File: src/rtl/execute_stage.sv
`default_nettype none
// +--------------------------------------------------------------------------+
// | Module   : execute_stage (with execute_stage_pkg)                        |
// | Purpose  : EX stage of a 5-stage MIPS pipeline. Registers the decode     |
// |            bundle, evaluates the ALU combinationally, owns HI/LO and a   |
// |            multi-cycle MULT/DIV unit, and stalls upstream while a        |
// |            multiply/divide is in flight.                                 |
// | Ports    : clk, reset            - clock, synchronous active-high reset  |
// |            execute_enable        - 1 latch decode bundle, 0 latch bubble |
// |            decode_data_reg       - decode_data_t from ID                 |
// |            execute_data_reg      - execute_data_t to MEM                 |
// |            execute_stall         - hold upstream stages                  |
// |            hi_out, lo_out        - current HI/LO                         |
// | Revision : 1.0  initial release                                          |
// +--------------------------------------------------------------------------+

package execute_stage_pkg;

  typedef struct packed {
    logic [31:0] pc;
    logic [31:0] instruction;
    logic [4:0]  alu_op;
    logic        alu_src;
    logic        mem_to_reg;
    logic        reg_dst;
    logic        reg_write;
    logic [4:0]  rs;
    logic [4:0]  rt;
    logic [4:0]  rd;
    logic [31:0] src_a;
    logic [31:0] src_b;
    logic [31:0] imm;
  } decode_data_t;

  typedef struct packed {
    logic [31:0] pc;
    logic [31:0] instruction;
    logic        mem_to_reg;
    logic        reg_dst;
    logic        reg_write;
    logic [31:0] alu_result;
    logic [4:0]  rs;
    logic [4:0]  rt;
    logic [4:0]  rd;
  } execute_data_t;

  // ALU_NOP is zero so an all-zero bubble decodes as a harmless no-op.
  localparam logic [4:0] ALU_NOP   = 5'd0;
  localparam logic [4:0] ALU_ADD   = 5'd1;
  localparam logic [4:0] ALU_ADDU  = 5'd2;
  localparam logic [4:0] ALU_SUB   = 5'd3;
  localparam logic [4:0] ALU_SUBU  = 5'd4;
  localparam logic [4:0] ALU_AND   = 5'd5;
  localparam logic [4:0] ALU_OR    = 5'd6;
  localparam logic [4:0] ALU_XOR   = 5'd7;
  localparam logic [4:0] ALU_NOR   = 5'd8;
  localparam logic [4:0] ALU_SLT   = 5'd9;
  localparam logic [4:0] ALU_SLTU  = 5'd10;
  localparam logic [4:0] ALU_SLL   = 5'd11;
  localparam logic [4:0] ALU_SRL   = 5'd12;
  localparam logic [4:0] ALU_SRA   = 5'd13;
  localparam logic [4:0] ALU_SLLV  = 5'd14;
  localparam logic [4:0] ALU_SRLV  = 5'd15;
  localparam logic [4:0] ALU_SRAV  = 5'd16;
  localparam logic [4:0] ALU_LUI   = 5'd17;
  localparam logic [4:0] ALU_MFHI  = 5'd18;
  localparam logic [4:0] ALU_MFLO  = 5'd19;
  localparam logic [4:0] ALU_MTHI  = 5'd20;
  localparam logic [4:0] ALU_MTLO  = 5'd21;
  localparam logic [4:0] ALU_MULT  = 5'd22;
  localparam logic [4:0] ALU_MULTU = 5'd23;
  localparam logic [4:0] ALU_DIV   = 5'd24;
  localparam logic [4:0] ALU_DIVU  = 5'd25;

endpackage

module execute_stage
  import execute_stage_pkg::*;
#(
  parameter int          MUL_CYCLES = 4,      // cycles in MUL state, 1..64
  parameter logic [31:0] HILO_RESET = 32'h0
) (
  input  logic          clk,
  input  logic          reset,
  input  logic          execute_enable,
  input  decode_data_t  decode_data_reg,
  output execute_data_t execute_data_reg,
  output logic          execute_stall,
  output logic [31:0]   hi_out,
  output logic [31:0]   lo_out
);

  localparam logic [1:0] S_IDLE = 2'd0;
  localparam logic [1:0] S_MUL  = 2'd1;
  localparam logic [1:0] S_DIV  = 2'd2;
  localparam logic [1:0] S_DONE = 2'd3;

  localparam logic [5:0] c_MUL_LOAD = 6'(MUL_CYCLES - 1);
  localparam logic [5:0] c_DIV_LOAD = 6'd31;

  decode_data_t data_q;
  logic [1:0]   state_q, state_d;
  logic [5:0]   cnt_q, cnt_d;
  logic [31:0]  hi_q, lo_q;

  // Captured muldiv operands and restoring-divider working registers.
  logic [31:0]  md_a_q, md_b_q;
  logic         md_signed_q, md_div_q;
  logic [31:0]  div_rem_q, div_quo_q, div_dvs_q;

  logic         w_is_mul, w_is_div, w_is_md, w_op_signed;
  logic [31:0]  w_b, w_alu;
  logic [4:0]   w_shamt;
  logic [31:0]  w_abs_a, w_abs_b;
  logic [32:0]  w_shift;
  logic         w_ge;
  logic [31:0]  w_diff;
  logic [63:0]  w_ext_a, w_ext_b, w_prod;
  logic [31:0]  w_quo_fix, w_rem_fix, w_div_hi, w_div_lo;

  assign w_is_mul    = (data_q.alu_op == ALU_MULT) || (data_q.alu_op == ALU_MULTU);
  assign w_is_div    = (data_q.alu_op == ALU_DIV)  || (data_q.alu_op == ALU_DIVU);
  assign w_is_md     = w_is_mul || w_is_div;
  assign w_op_signed = (data_q.alu_op == ALU_MULT) || (data_q.alu_op == ALU_DIV);

  // ---------------- muldiv FSM: state register ----------------
  always_ff @(posedge clk) begin
    if (reset) begin
      state_q <= S_IDLE;
      cnt_q   <= '0;
    end else begin
      state_q <= state_d;
      cnt_q   <= cnt_d;
    end
  end

  // ---------------- muldiv FSM: next state ----------------
  always_comb begin
    state_d = state_q;
    cnt_d   = cnt_q;
    case (state_q)
      S_IDLE: begin
        if (w_is_mul) begin
          state_d = S_MUL;
          cnt_d   = c_MUL_LOAD;
        end else if (w_is_div) begin
          state_d = S_DIV;
          cnt_d   = c_DIV_LOAD;
        end
      end
      S_MUL, S_DIV: begin
        if (cnt_q == 6'd0) state_d = S_DONE;
        else               cnt_d   = cnt_q - 6'd1;
      end
      default: state_d = S_IDLE;  // S_DONE
    endcase
  end

  // ---------------- muldiv FSM: outputs ----------------
  // The IDLE cycle with a muldiv op already stalls, so upstream holds
  // from the first cycle the op occupies the stage.
  always_comb begin
    execute_stall = 1'b0;
    case (state_q)
      S_IDLE:       execute_stall = w_is_md;
      S_MUL, S_DIV: execute_stall = 1'b1;
      default:      execute_stall = 1'b0;
    endcase
  end

  // ---------------- input register ----------------
  always_ff @(posedge clk) begin
    if (reset)               data_q <= '0;
    else if (execute_stall)  data_q <= data_q;
    else if (execute_enable) data_q <= decode_data_reg;
    else                     data_q <= '0;
  end

  // ---------------- divider datapath ----------------
  assign w_abs_a = (w_op_signed && data_q.src_a[31]) ? (32'd0 - data_q.src_a) : data_q.src_a;
  assign w_abs_b = (w_op_signed && data_q.src_b[31]) ? (32'd0 - data_q.src_b) : data_q.src_b;

  // Partial remainder never reaches 2^32 after a step, so the 32-bit
  // difference is exact whenever the trial subtraction succeeds.
  assign w_shift = {div_rem_q, div_quo_q[31]};
  assign w_ge    = (w_shift >= {1'b0, div_dvs_q});
  assign w_diff  = w_shift[31:0] - div_dvs_q;

  always_ff @(posedge clk) begin
    if (reset) begin
      md_a_q      <= '0;
      md_b_q      <= '0;
      md_signed_q <= 1'b0;
      md_div_q    <= 1'b0;
      div_rem_q   <= '0;
      div_quo_q   <= '0;
      div_dvs_q   <= '0;
    end else if (state_q == S_IDLE && w_is_md) begin
      md_a_q      <= data_q.src_a;
      md_b_q      <= data_q.src_b;
      md_signed_q <= w_op_signed;
      md_div_q    <= w_is_div;
      div_rem_q   <= '0;
      div_quo_q   <= w_abs_a;
      div_dvs_q   <= w_abs_b;
    end else if (state_q == S_DIV) begin
      div_rem_q <= w_ge ? w_diff : w_shift[31:0];
      div_quo_q <= {div_quo_q[30:0], w_ge};
    end
  end

  // Sign-extend (or zero-extend) to 64 bits; the low 64 bits of the
  // product are then correct for both signed and unsigned forms.
  assign w_ext_a = {{32{md_signed_q & md_a_q[31]}}, md_a_q};
  assign w_ext_b = {{32{md_signed_q & md_b_q[31]}}, md_b_q};
  assign w_prod  = w_ext_a * w_ext_b;

  assign w_quo_fix = (md_signed_q && (md_a_q[31] ^ md_b_q[31])) ? (32'd0 - div_quo_q) : div_quo_q;
  assign w_rem_fix = (md_signed_q && md_a_q[31]) ? (32'd0 - div_rem_q) : div_rem_q;
  // Divide by zero: quotient all ones, remainder is the raw dividend.
  assign w_div_lo  = (md_b_q == 32'd0) ? 32'hFFFF_FFFF : w_quo_fix;
  assign w_div_hi  = (md_b_q == 32'd0) ? md_a_q        : w_rem_fix;

  // ---------------- HI / LO ----------------
  always_ff @(posedge clk) begin
    if (reset) begin
      hi_q <= HILO_RESET;
      lo_q <= HILO_RESET;
    end else if (state_q == S_DONE) begin
      if (md_div_q) begin
        hi_q <= w_div_hi;
        lo_q <= w_div_lo;
      end else begin
        hi_q <= w_prod[63:32];
        lo_q <= w_prod[31:0];
      end
    end else if (data_q.alu_op == ALU_MTHI) begin
      hi_q <= data_q.src_a;
    end else if (data_q.alu_op == ALU_MTLO) begin
      lo_q <= data_q.src_a;
    end
  end

  assign hi_out = hi_q;
  assign lo_out = lo_q;

  // ---------------- ALU ----------------
  assign w_b     = data_q.alu_src ? data_q.imm : data_q.src_b;
  assign w_shamt = data_q.instruction[10:6];

  always_comb begin
    w_alu = '0;
    case (data_q.alu_op)
      ALU_ADD, ALU_ADDU: w_alu = data_q.src_a + w_b;
      ALU_SUB, ALU_SUBU: w_alu = data_q.src_a - w_b;
      ALU_AND:  w_alu = data_q.src_a & w_b;
      ALU_OR:   w_alu = data_q.src_a | w_b;
      ALU_XOR:  w_alu = data_q.src_a ^ w_b;
      ALU_NOR:  w_alu = ~(data_q.src_a | w_b);
      ALU_SLT:  w_alu = {31'd0, $signed(data_q.src_a) < $signed(w_b)};
      ALU_SLTU: w_alu = {31'd0, data_q.src_a < w_b};
      ALU_SLL:  w_alu = w_b << w_shamt;
      ALU_SRL:  w_alu = w_b >> w_shamt;
      ALU_SRA:  w_alu = $signed(w_b) >>> w_shamt;
      ALU_SLLV: w_alu = w_b << data_q.src_a[4:0];
      ALU_SRLV: w_alu = w_b >> data_q.src_a[4:0];
      ALU_SRAV: w_alu = $signed(w_b) >>> data_q.src_a[4:0];
      ALU_LUI:  w_alu = {data_q.imm[15:0], 16'h0000};
      ALU_MFHI: w_alu = hi_q;
      ALU_MFLO: w_alu = lo_q;
      default:  w_alu = '0;
    endcase
  end

  // ---------------- output bundle ----------------
  // Bubble while stalled so MEM never sees the muldiv op twice.
  always_comb begin
    execute_data_reg = '0;
    if (!execute_stall) begin
      execute_data_reg.pc          = data_q.pc;
      execute_data_reg.instruction = data_q.instruction;
      execute_data_reg.mem_to_reg  = data_q.mem_to_reg;
      execute_data_reg.reg_dst     = data_q.reg_dst;
      execute_data_reg.reg_write   = data_q.reg_write & ~w_is_md;
      execute_data_reg.alu_result  = w_alu;
      execute_data_reg.rs          = data_q.rs;
      execute_data_reg.rt          = data_q.rt;
      execute_data_reg.rd          = data_q.rd;
    end
  end

endmodule
`default_nettype wire

File: config.mk
export PLATFORM = sky130hd
export DESIGN_NAME = execute_stage
export DESIGN_NICKNAME = d
export VERILOG_FILES = /design/src/rtl/execute_stage.sv
export SDC_FILE = /design/constraint.sdc
export NUM_CORES = 2
export LEC_CHECK = 0
export CAP_MARGIN = 40
export CORE_MARGIN = 2
export CORE_UTILIZATION = 40
export CTS_BUF_LIST = sky130_fd_sc_hd__clkbuf_8
export CTS_CLUSTER_SIZE = 14
export DETAILED_ROUTE_END_ITERATION = 8
export GPL_ROUTABILITY_DRIVEN = 0
export HOLD_SLACK_MARGIN = 0.06
export PLACE_DENSITY = 0.56
export SETUP_SLACK_MARGIN = 0.15
export SLEW_MARGIN = 10
export SYNTH_ARGS = -nofsm -noshare
export SYNTH_HDL_FRONTEND = slang
export SYNTH_SLANG_ARGS = --single-unit
export TNS_END_PERCENT = 20
File: constraint.sdc
create_clock -name clk -period 9.9 [get_ports clk]
set_clock_uncertainty 0.15 [all_clocks]
set_input_delay 1.485 -clock clk [delete_from_list [all_inputs] [get_ports clk]]
set_output_delay 1.485 -clock clk [all_outputs]
set_load 0.01 [all_outputs]
==> results.json <==
{
  "busiest_layer": "met2",
  "syn_to_final_growth_pct": 12.0,
  "status": "complete, no violations",
  "cts_buffers": 81,
  "start_kind": "register",
  "hold_class": "reg -> reg",
  "worstPathRequired_ns": 8.27,
  "die_h_um": 424,
  "fmax_mhz": 106,
  "ys_warn_count": 0,
  "cp_max_fo": 16,
  "fin_crit_ns": 9.48,
  "clk_latency_ns": 0.80,
  "io-pin-count": 366,
  "synth_area_leader_cell": "fa_1",
  "root_buffer": "clkbuf_8",
  "syn_area_per_cell_sq_um": 8.03,
  "ys_top_cells_by_area": "fa_1, dfxtp_1, nand2_1",
  "rsz0062_at_grt": "false",
  "dieArea_sq_um": 179000,
  "drc": 0,
  "setup_violations": 0,
  "timing.critical_path.arrival_ns": 7.84,
  "relSlewSlack_pct": 24.3,
  "hold_buffers": 0,
  "drt_iter0_drc": 7034,
  "num_rows": 153,
  "vdd_drop_max_mv": 0.368,
  "fin_setup_tns_ns": 0,
  "fillers": 17400,
  "holdWs_ns": 0.297,
  "synth_top_area_share_pct": 32.1,
  "nets": 10500,
  "period_share_pct": 95.7,
  "use_met1_pct": 40.8,
  "met3_usage_pct": 8.23,
  "syn_area_sq_um": 70400,
  "synth_seq_cells": 417,
  "htreeDepth": 3,
  "grt_use_total_pct": 31.7,
  "powerDensity_nw_per_um2": 112,
  "synth.net_count": 10400,
  "post_cts_buffers": 0,
  "antenna_left": 0,
  "post_drt_wl_per_cell_um": 25.6,
  "ys.flop_type": "dfxtp_1",
  "hold_violations": 0,
  "worst_pin_slew_ns": 1.13,
  "antenna_found_initial": 24,
  "grt_pass1_wl_mm": 431,
  "p_leak_nw": 35.2,
  "critPathKind": "reg -> out",
  "async_reset_ff_share_pct": 0,
  "final_cell_mix": "nand2_1, inv_1, fa_1",
  "synth_cell_types": 96,
  "cts_tree": "built",
  "cts_resized": 0,
  "dpl.hpwl_mm": 226,
  "drive_gt1_share_pct": 5.58,
  "final_common_cell": "nand2_1",
  "drt_wl_total_mm": 287,
  "grt_pass1_vias": 65300,
  "clock_sinks": 417,
  "vias": 65100,
  "core_sq_um": 174000,
  "synth_cells": 8765,
  "ys_seq_area_share_pct": 11.9,
  "die_w_um": 424,
  "cp-end-kind": "output pin",
  "dr.pass1.iters": 7,
  "grt_max_degree": 267,
  "synth-edff-count": 0,
  "initial_core_util_pct": 40.4,
  "drv_cap": 0,
  "slew_violations": 0,
  "grt_use_met2_pct": 47.8,
  "viasPerCell": 5.80,
  "grt_overflow_total": 0,
  "io_buffer_count": 365,
  "clkTransAtPathRegs_ns": 0.06,
  "cts_max_path_buffers": 3
}
## cell usage after synthesis, types with 24 or more instances
cell         n
nand2b_1    27
nand3_1    253
inv_1     1272
fa_1      1128
xnor2_1    138
o31ai_1     30
nand2_1   1381
mux2_2      28
a211oi_1   158
dfxtp_1    417
a21oi_1    622
a221oi_1    34
nor4_1      42
nor2b_1     38
buf_1       24
or3_1       33
mux2i_1    248
buf_2       27
o21ai_0    270
a21o_1      65
nor2_1     408
nand4_1     28
o211ai_1    57
clkbuf_1   586
o21bai_1    24
and3_1      40
o22ai_1     44
a31oi_1     59
ha_1       351
and2_1     446
a22oi_1     44
nor3_1      78
xor2_1      80
## worst paths after layout
kind | start | end | slack [ns] | cells past startpoint
min reg2reg | data_q[165] | data_q[165] | 0.30 | 2
min | data_q[165] | data_q[165] | 0.30 | 2
max reg2reg | md_a_q[11] | hi_out[19] | 0.87 | 28
max | data_q[114] | execute_data_reg[43] | 0.42 | 15
## per-layer routing
metal | wire length (um) | part of all wire (%) | vias up
li1 | - | - | 28300
met1 | 113000 | 39 | 32300
met2 | 123000 | 43 | 3573
met3 | 29700 | 10 | 898
met4 | 21900 | 7.6 | 20
met5 | 129 | 0.045 | -
## per-stage QoR
| step | total power [mW] | worst slack [ns] | cells | utilization, % | area [sq um] |
|---|---|---|---|---|---|
| 2_1_floorplan | 5.06 | 1.37 | 8765 | - | 70400 |
| 3_3_place_gp | 6.63 | 0.883 | 11000 | 43.8 | 76300 |
| 3_5_place_dp | 6.69 | 0.961 | 11100 | 44.2 | 77000 |
| 4_1_cts | 8.62 | 0.871 | 11200 | 45.2 | 78800 |
| 5_1_grt | 9.19 | 0.430 | 11200 | 45.2 | 78800 |
| 6_report | 8.80 | 0.425 | 11200 | 45.2 | 78800 |
## sequential cells by signal, summed over array words and instances, names as in the netlist
name,cells
md_a_q,32
hi_out,32
div_rem_q,32
md_div_q,1
div_dvs_q,31
state_q,2
cnt_q,6
data_q,184
md_b_q,32
md_signed_q,1
div_quo_q,32
lo_out,32
## critical path, cell delays in order (launching register included)
cell and delay, ns:
dfxtp_2 0.70, o21a_1 0.81, inv_1 0.22, ha_1 0.32
fa_1 0.51, a211o_1 0.37, a2111oi_2 0.53, nor4_1 0.09
or3_1 0.43, o21ai_1 0.42, nor4_1 0.14, o41ai_1 0.80
xnor2_1 0.20, a22oi_1 0.16, a21oi_1 0.65, clkdlybuf4s50_1 0.68
## report_power, final
group,internal [mW],switching (mW),leakage (nW),total (mW)
registers,1.82,0.239,3.39,2.06
logic,1.73,3.09,30.9,4.83
clock network,1.01,0.905,0.970,1.91
## cell type report
cell class                 count  area (sq um)  area share [%]
antenna                       14          35.0          0.0444
clock buffer                 103          1420            1.80
clock inverter                40           318           0.403
inverter                    1277          4800            6.09
multi-input combinational   6425         54900            69.7
sequential                   417          8360            10.6
tap                         2325          2910            3.69
timing repair buffer         629          6070            7.70
## logic make-up (layout without fill, tap and decap cells)
kind of cell | count (synthesis) | in the layout | share of synthesized area (%)
other cells | 0 | 14 | 0
compound gates | 1601 | 1601 | 14.2
xor+xnor | 218 | 218 | 2.71
simple gates | 2846 | 2846 | 18.5
mux | 281 | 281 | 4.12
buf+inv | 1923 | 2049 | 10.4
fa+ha+maj | 1479 | 1479 | 38.3
flops | 417 | 417 | 11.9
(Power assumes the default switching activity.)
